**config.mk**
```make
export PLATFORM = sky130hd
export DESIGN_NAME = draw_sequencer_flat
export DESIGN_NICKNAME = d
export VERILOG_FILES = /design/src/rtl/draw_sequencer_if.sv /design/src/rtl/draw_sequencer.sv /design/src/flat_wrapper.sv
export SDC_FILE = /design/constraint.sdc
export NUM_CORES = 1
export LEC_CHECK = 0
export CAP_MARGIN = 20
export CORE_ASPECT_RATIO = 1.4
export CORE_MARGIN = 1.5
export CORE_UTILIZATION = 39
export DETAILED_ROUTE_END_ITERATION = 10
export PLACE_DENSITY = 0.8
export SYNTH_ARGS = -nofsm -noshare
export SYNTH_HDL_FRONTEND = slang
export SYNTH_SLANG_ARGS = --single-unit
export TNS_END_PERCENT = 50
```
**constraint.sdc**
```tcl
create_clock -name clk -period 1.8 [get_ports clk]
set_clock_uncertainty 0.15 [all_clocks]
set_input_delay 0.36 -clock clk [delete_from_list [all_inputs] [get_ports clk]]
set_output_delay 0.36 -clock clk [all_outputs]
set_load 0.01 [all_outputs]
```
**src/rtl/draw_sequencer_if.sv**
```systemverilog
// draw_sequencer_if: start/done handshake, engine handshakes, engine pixel buses and vga plot port
// Modports:
//   slave  - the sequencer: takes start/skip_clear/clear_colour and engine outputs,
//            drives done/busy, engine starts, fill_colour and the vga plot port
//   master - the surrounding top level, engines and vga_adapter side
interface draw_sequencer_if;
    logic       start;
    logic       done;
    logic       busy;
    logic       skip_clear;
    logic [2:0] clear_colour;
    logic [2:0] fill_colour;
    logic       fill_start;
    logic       fill_done;
    logic [7:0] fill_x;
    logic [6:0] fill_y;
    logic [2:0] fill_c;
    logic       fill_plot;
    logic       shape_start;
    logic       shape_done;
    logic [7:0] shape_x;
    logic [6:0] shape_y;
    logic [2:0] shape_c;
    logic       shape_plot;
    logic [7:0] vga_x;
    logic [6:0] vga_y;
    logic [2:0] vga_colour;
    logic       vga_plot;

    modport slave (
        input  start, skip_clear, clear_colour,
        input  fill_done, fill_x, fill_y, fill_c, fill_plot,
        input  shape_done, shape_x, shape_y, shape_c, shape_plot,
        output done, busy, fill_colour, fill_start, shape_start,
        output vga_x, vga_y, vga_colour, vga_plot
    );

    modport master (
        output start, skip_clear, clear_colour,
        output fill_done, fill_x, fill_y, fill_c, fill_plot,
        output shape_done, shape_x, shape_y, shape_c, shape_plot,
        input  done, busy, fill_colour, fill_start, shape_start,
        input  vga_x, vga_y, vga_colour, vga_plot
    );
endinterface

```
**src/rtl/draw_sequencer.sv**
```systemverilog
// draw_sequencer: runs a screen clear then one shape engine, and muxes the granted engine onto the vga plot port
// Ports:
//   clk    - system clock
//   rst_n  - asynchronous active-low reset
//   io_bus - draw_sequencer_if.slave: start/done/busy handshake, fill and shape engine
//            start/done + pixel buses, vga_x/vga_y/vga_colour/vga_plot
// Build option: define DRAW_SEQ_CLIP_EN to suppress forwarded plots outside SCREEN_W x SCREEN_H.
module draw_sequencer #(
    parameter int SCREEN_W = 160,
    parameter int SCREEN_H = 120
) (
    input logic              clk,
    input logic              rst_n,
    draw_sequencer_if.slave  io_bus
);
    typedef enum logic [2:0] {IDLE, CLEAR, CLEAR_REL, DRAW, DRAW_REL, FINISH} state_t;

    // The screen must fit the 8-bit x / 7-bit y pixel buses.
    if (SCREEN_W > 256 || SCREEN_H > 128) begin : g_bad_size
        $error("draw_sequencer: screen size exceeds pixel bus width");
    end

    state_t     r_state;
    state_t     w_next;
    logic       r_fill_start;
    logic       r_shape_start;
    logic       r_done;
    logic       r_busy;
    logic       r_plot;
    logic [7:0] r_x;
    logic [6:0] r_y;
    logic [2:0] r_c;
    logic [2:0] r_fill_colour;
    logic       w_fill_start;
    logic       w_shape_start;
    logic       w_done;
    logic       w_busy;
    logic       w_grant;
    logic       w_plot;
    logic [7:0] w_x;
    logic [6:0] w_y;
    logic [2:0] w_c;

    // Outputs are registered from the next state so they line up with r_state.
    always_ff @(posedge clk or negedge rst_n) begin
        if (!rst_n) begin
            r_state       <= IDLE;
            r_fill_start  <= 1'b0;
            r_shape_start <= 1'b0;
            r_done        <= 1'b0;
            r_busy        <= 1'b0;
            r_plot        <= 1'b0;
            r_x           <= '0;
            r_y           <= '0;
            r_c           <= '0;
            r_fill_colour <= '0;
        end else begin
            r_state       <= w_next;
            r_fill_start  <= w_fill_start;
            r_shape_start <= w_shape_start;
            r_done        <= w_done;
            r_busy        <= w_busy;
            r_plot        <= w_plot;
            if (w_grant) begin
                r_x <= w_x;
                r_y <= w_y;
                r_c <= w_c;
            end
            if (r_state == IDLE && io_bus.start)
                r_fill_colour <= io_bus.clear_colour;
        end
    end

    always_comb begin
        w_next = r_state;
        case (r_state)
            IDLE:      if (io_bus.start) w_next = io_bus.skip_clear ? DRAW : CLEAR;
            CLEAR:     if (io_bus.fill_done) w_next = CLEAR_REL;
            CLEAR_REL: if (!io_bus.fill_done) w_next = DRAW;
            DRAW:      if (io_bus.shape_done) w_next = DRAW_REL;
            DRAW_REL:  if (!io_bus.shape_done) w_next = FINISH;
            FINISH:    if (!io_bus.start) w_next = IDLE;
            default:   w_next = IDLE;
        endcase
    end

    // The grant follows the current registered state, so a plot issued in the
    // cycle an engine's start is being dropped is still forwarded.
    always_comb begin
        w_fill_start  = (w_next == CLEAR);
        w_shape_start = (w_next == DRAW);
        w_done        = (w_next == FINISH);
        w_busy        = (w_next != IDLE);
        w_grant       = (r_state == CLEAR) ? io_bus.fill_plot :
                        (r_state == DRAW)  ? io_bus.shape_plot : 1'b0;
        w_x           = (r_state == CLEAR) ? io_bus.fill_x : io_bus.shape_x;
        w_y           = (r_state == CLEAR) ? io_bus.fill_y : io_bus.shape_y;
        w_c           = (r_state == CLEAR) ? io_bus.fill_c : io_bus.shape_c;
`ifdef DRAW_SEQ_CLIP_EN
        w_plot        = w_grant && (32'(w_x) < 32'(SCREEN_W)) && (32'(w_y) < 32'(SCREEN_H));
`else
        w_plot        = w_grant;
`endif
    end

    assign io_bus.fill_start  = r_fill_start;
    assign io_bus.shape_start = r_shape_start;
    assign io_bus.done        = r_done;
    assign io_bus.busy        = r_busy;
    assign io_bus.fill_colour = r_fill_colour;
    assign io_bus.vga_x       = r_x;
    assign io_bus.vga_y       = r_y;
    assign io_bus.vga_colour  = r_c;
    assign io_bus.vga_plot    = r_plot;
endmodule

```
**src/flat_wrapper.sv**
```systemverilog
// flat-port wrapper written by rule: the top's interface ports become plain ports
module draw_sequencer_flat 
#(
    parameter int SCREEN_W = 160,
    parameter int SCREEN_H = 120
)
  (clk, rst_n, io_bus_start, io_bus_skip_clear, io_bus_clear_colour, io_bus_fill_done, io_bus_fill_x, io_bus_fill_y, io_bus_fill_c, io_bus_fill_plot, io_bus_shape_done, io_bus_shape_x, io_bus_shape_y, io_bus_shape_c, io_bus_shape_plot, io_bus_done, io_bus_busy, io_bus_fill_colour, io_bus_fill_start, io_bus_shape_start, io_bus_vga_x, io_bus_vga_y, io_bus_vga_colour, io_bus_vga_plot);
  draw_sequencer_if io_bus_i ();
  input logic clk;
  input logic rst_n;
  input wire logic [$bits(io_bus_i.start)-1:0] io_bus_start;
  input wire logic [$bits(io_bus_i.skip_clear)-1:0] io_bus_skip_clear;
  input wire logic [$bits(io_bus_i.clear_colour)-1:0] io_bus_clear_colour;
  input wire logic [$bits(io_bus_i.fill_done)-1:0] io_bus_fill_done;
  input wire logic [$bits(io_bus_i.fill_x)-1:0] io_bus_fill_x;
  input wire logic [$bits(io_bus_i.fill_y)-1:0] io_bus_fill_y;
  input wire logic [$bits(io_bus_i.fill_c)-1:0] io_bus_fill_c;
  input wire logic [$bits(io_bus_i.fill_plot)-1:0] io_bus_fill_plot;
  input wire logic [$bits(io_bus_i.shape_done)-1:0] io_bus_shape_done;
  input wire logic [$bits(io_bus_i.shape_x)-1:0] io_bus_shape_x;
  input wire logic [$bits(io_bus_i.shape_y)-1:0] io_bus_shape_y;
  input wire logic [$bits(io_bus_i.shape_c)-1:0] io_bus_shape_c;
  input wire logic [$bits(io_bus_i.shape_plot)-1:0] io_bus_shape_plot;
  output wire logic [$bits(io_bus_i.done)-1:0] io_bus_done;
  output wire logic [$bits(io_bus_i.busy)-1:0] io_bus_busy;
  output wire logic [$bits(io_bus_i.fill_colour)-1:0] io_bus_fill_colour;
  output wire logic [$bits(io_bus_i.fill_start)-1:0] io_bus_fill_start;
  output wire logic [$bits(io_bus_i.shape_start)-1:0] io_bus_shape_start;
  output wire logic [$bits(io_bus_i.vga_x)-1:0] io_bus_vga_x;
  output wire logic [$bits(io_bus_i.vga_y)-1:0] io_bus_vga_y;
  output wire logic [$bits(io_bus_i.vga_colour)-1:0] io_bus_vga_colour;
  output wire logic [$bits(io_bus_i.vga_plot)-1:0] io_bus_vga_plot;
  assign io_bus_i.start = io_bus_start;
  assign io_bus_i.skip_clear = io_bus_skip_clear;
  assign io_bus_i.clear_colour = io_bus_clear_colour;
  assign io_bus_i.fill_done = io_bus_fill_done;
  assign io_bus_i.fill_x = io_bus_fill_x;
  assign io_bus_i.fill_y = io_bus_fill_y;
  assign io_bus_i.fill_c = io_bus_fill_c;
  assign io_bus_i.fill_plot = io_bus_fill_plot;
  assign io_bus_i.shape_done = io_bus_shape_done;
  assign io_bus_i.shape_x = io_bus_shape_x;
  assign io_bus_i.shape_y = io_bus_shape_y;
  assign io_bus_i.shape_c = io_bus_shape_c;
  assign io_bus_i.shape_plot = io_bus_shape_plot;
  assign io_bus_done = io_bus_i.done;
  assign io_bus_busy = io_bus_i.busy;
  assign io_bus_fill_colour = io_bus_i.fill_colour;
  assign io_bus_fill_start = io_bus_i.fill_start;
  assign io_bus_shape_start = io_bus_i.shape_start;
  assign io_bus_vga_x = io_bus_i.vga_x;
  assign io_bus_vga_y = io_bus_i.vga_y;
  assign io_bus_vga_colour = io_bus_i.vga_colour;
  assign io_bus_vga_plot = io_bus_i.vga_plot;
  draw_sequencer #(.SCREEN_W(SCREEN_W), .SCREEN_H(SCREEN_H)) u_core (.clk(clk), .rst_n(rst_n), .io_bus(io_bus_i));
endmodule
```
==> results_dict.tcl <==
set metrics [dict create \
    status "complete, no violations" \
    dieWidth_um 53.4 \
    synth_common_cells "dfrtp_1 (29), nand2_1 (21), mux2i_1 (18), o21ai_1 (18)" \
    drive_gt1_frac 0.109 \
    topRoutingLayerUsed "met4" \
    antenna_left 0 \
    overflow 0 \
    post-synth-top-count-cell "dfrtp_1" \
    seqCellArea_um2 726 \
    worstMarginPinSlew_ps 421 \
    multi_input_area_um2 603 \
    setup_violations 0 \
    critical_path.slowest_cell "clkdlybuf4s50_1" \
    crit_type "reg -> out" \
    synth_area_leader_cell "dfrtp_1" \
    required_ps 1290 \
    hp-class "in -> async" \
    p_total_mw 3.57 \
    clk_latency_ps 280 \
    grt_pass1_wl_um 5130 \
    via_count 1178 \
    grt_pass1_vias 1139 \
    endpoint_kind "primary output" \
    drt-pass1-iter-count 5 \
    avgViaCountPerCell 4.87 \
    hold_slack_ps 301 \
    rsz0062_at_grt "false" \
    io_pins 73 \
    synthTopCellsByArea "dfrtp_1 (52%), mux2i_1 (13%), o21ai_1 (6.5%)" \
    coreArea_um2 3380 \
    grt_usage 0.188 \
    hpwlAfterDp_um 2650 \
    fmax_mhz 589 \
    async_reset_ff_frac 1.00 \
    io_buffers 72 \
    post-cts-setup-buffers 0 \
    ys_seq_elements 29 \
    met1_length_um 1160 \
    final_util 0.667 \
    grt_antenna_before_repair 0 \
    drt-wirelength-per-cell_um 13.4 \
    drv_slew 0 \
    slowest_delay_ps 550 \
    fillers 271 \
    worst-path-buf-inv 1 \
    netlist_area_um2 1390 \
    initial_core_util 0.410 \
    path_cells "clkdlybuf4s50_1" \
    fin_crit_ps 1700 \
    p_leak_nw 0.948 \
    syn-num-nets 171 \
    wl_met2_um 1750 \
    die_h_um 73.5 \
    cts-root-buf "clkbuf_8" \
    maxSlewHeadroom 0.719 \
    layout.nets 248 \
    grt_max_degree 38 \
    numClockSinks 29 \
    dieArea_um2 3920 \
    clockBufferDepth 2 \
    crit_arrival_ps 1190 \
    rows 25 \
    yosys_warnings 0 \
    htreeDepth 2 \
    cellPowerDensity_nw_per_um2 1580 \
    worst-path-max-fanout 2 \
    cts_buffers 5 \
    finalCritPeriodShare 0.943 \
    synth_edf_count 0 \
    yosysTopAreaCellShare 0.524 \
    cp_top_family "buffers and inverters" \
    n_antenna_cell 0 \
    drt_iter0_markers 15 \
    peakVddDrop_mv 1.22 \
    synth_top_flop_cell "dfrtp_1" \
    clk_pin_slew_ps 60 \
    syn2layout_area_growth_pct 62.8 \
    drt-total-wl_um 3250 \
    synthCells 124 \
    drc 0 \
    cts_tree "done" \
    drv_cap 0 \
    worstSetupStartpointType "register" \
    cts_resized 0 \
    postCtsHoldBufs 0 \
    hold_viol 0 \
    ys_seq_area_frac 0.524 \
    avgSynthCellArea_um2 11.2 \
    ys_types 26 \
    fin_tns_setup_ps 0 \
    dr_wl_met3_um 294 \
    globalplace.congestion 0.780 \
]
==> placed cells by master, fill, tap and decap left out, drive strengths merged, types with 2 or more instances in the layout <==
cell type / synthesis / final
inv: 3 / 3
clkbuf: 0 / 7
buf: 6 / 4
dfrtp: 29 / 29
mux2: 4 / 4
nor2: 3 / 3
nand2b: 4 / 4
o221ai: 2 / 2
mux2i: 18 / 18
nor2b: 4 / 4
nor4bb: 2 / 2
nand2: 22 / 22
clkdlybuf4s50: 0 / 72
o21ai: 18 / 18
==> flip-flops by register name, indices dropped and copies added, names as in the netlist <==
name and cells:
u_core.io_bus.shape_start 1, u_core.io_bus.vga_y 7, u_core.r_state 3, u_core.io_bus.done 1
u_core.io_bus.vga_colour 3, u_core.io_bus.fill_colour 3, u_core.io_bus.busy 1, u_core.io_bus.fill_start 1
u_core.io_bus.vga_x 8, u_core.io_bus.vga_plot 1
==> area by class of cell <==
class                   instances  share of cell area
multi-input cells              86               0.267
clock buffers                   7              0.0427
clock inverters                 1             0.00222
repair buffers                 76               0.339
well taps                      40              0.0222
flip-flops and latches         29               0.322
inverters                       3             0.00499
==> per-stage QoR <==
step	std cells	instance area, um^2	setup slack (ps)
floorplan	124	1390	285
global placement	234	2150	-57.6
detailed placement	234	2150	-93.9
CTS	242	2250	80.1
global route	242	2250	5.52
finish	242	2250	102
==> metal layers <==
| layer | GRT usage | vias to the layer above |
|---|---|---|
| li1 | - | 583 |
| met1 | 0.192 | 545 |
| met2 | 0.333 | 46 |
| met3 | 0.0752 | 4 |
| met4 | 0.0684 | 0 |
| met5 | 0 | - |
==> cells by family after synthesis <==
group / synth area share
AND/OR/NAND/NOR: 0.161
flip-flops: 0.524
multiplexers: 0.163
AO/OA/AOI/OAI: 0.112
buffers and inverters: 0.0406
==> path summary, 6_finish.rpt <==
| path | startpoint | endpoint | slack (ps) | depth (start not counted) |
|---|---|---|---|---|
| max in group asynchronous | rst_n | u_core.io_bus.fill_colour[2] | 940 | 2 |
| hold / removal | rst_n | u_core.io_bus.vga_colour[1] | 300 | 2 |
| setup / recovery | u_core.io_bus.vga_y[1] | io_bus_vga_y[1] | 100 | 1 |
| hold reg to reg | u_core.io_bus.vga_colour[1] | u_core.io_bus.vga_colour[1] | 330 | 2 |
| setup reg to reg | u_core.r_state[2] | u_core.io_bus.vga_x[2] | 120 | 4 |
| min in group clk | u_core.io_bus.vga_colour[1] | u_core.io_bus.vga_colour[1] | 330 | 2 |
==> power breakdown <==
part           internal (mW)  switching, mW
Combinational           1.01          0.793
Clock                  0.345          0.239
Sequential             0.955          0.233
Total                   2.31           1.26
(Power assumes the default switching activity.)
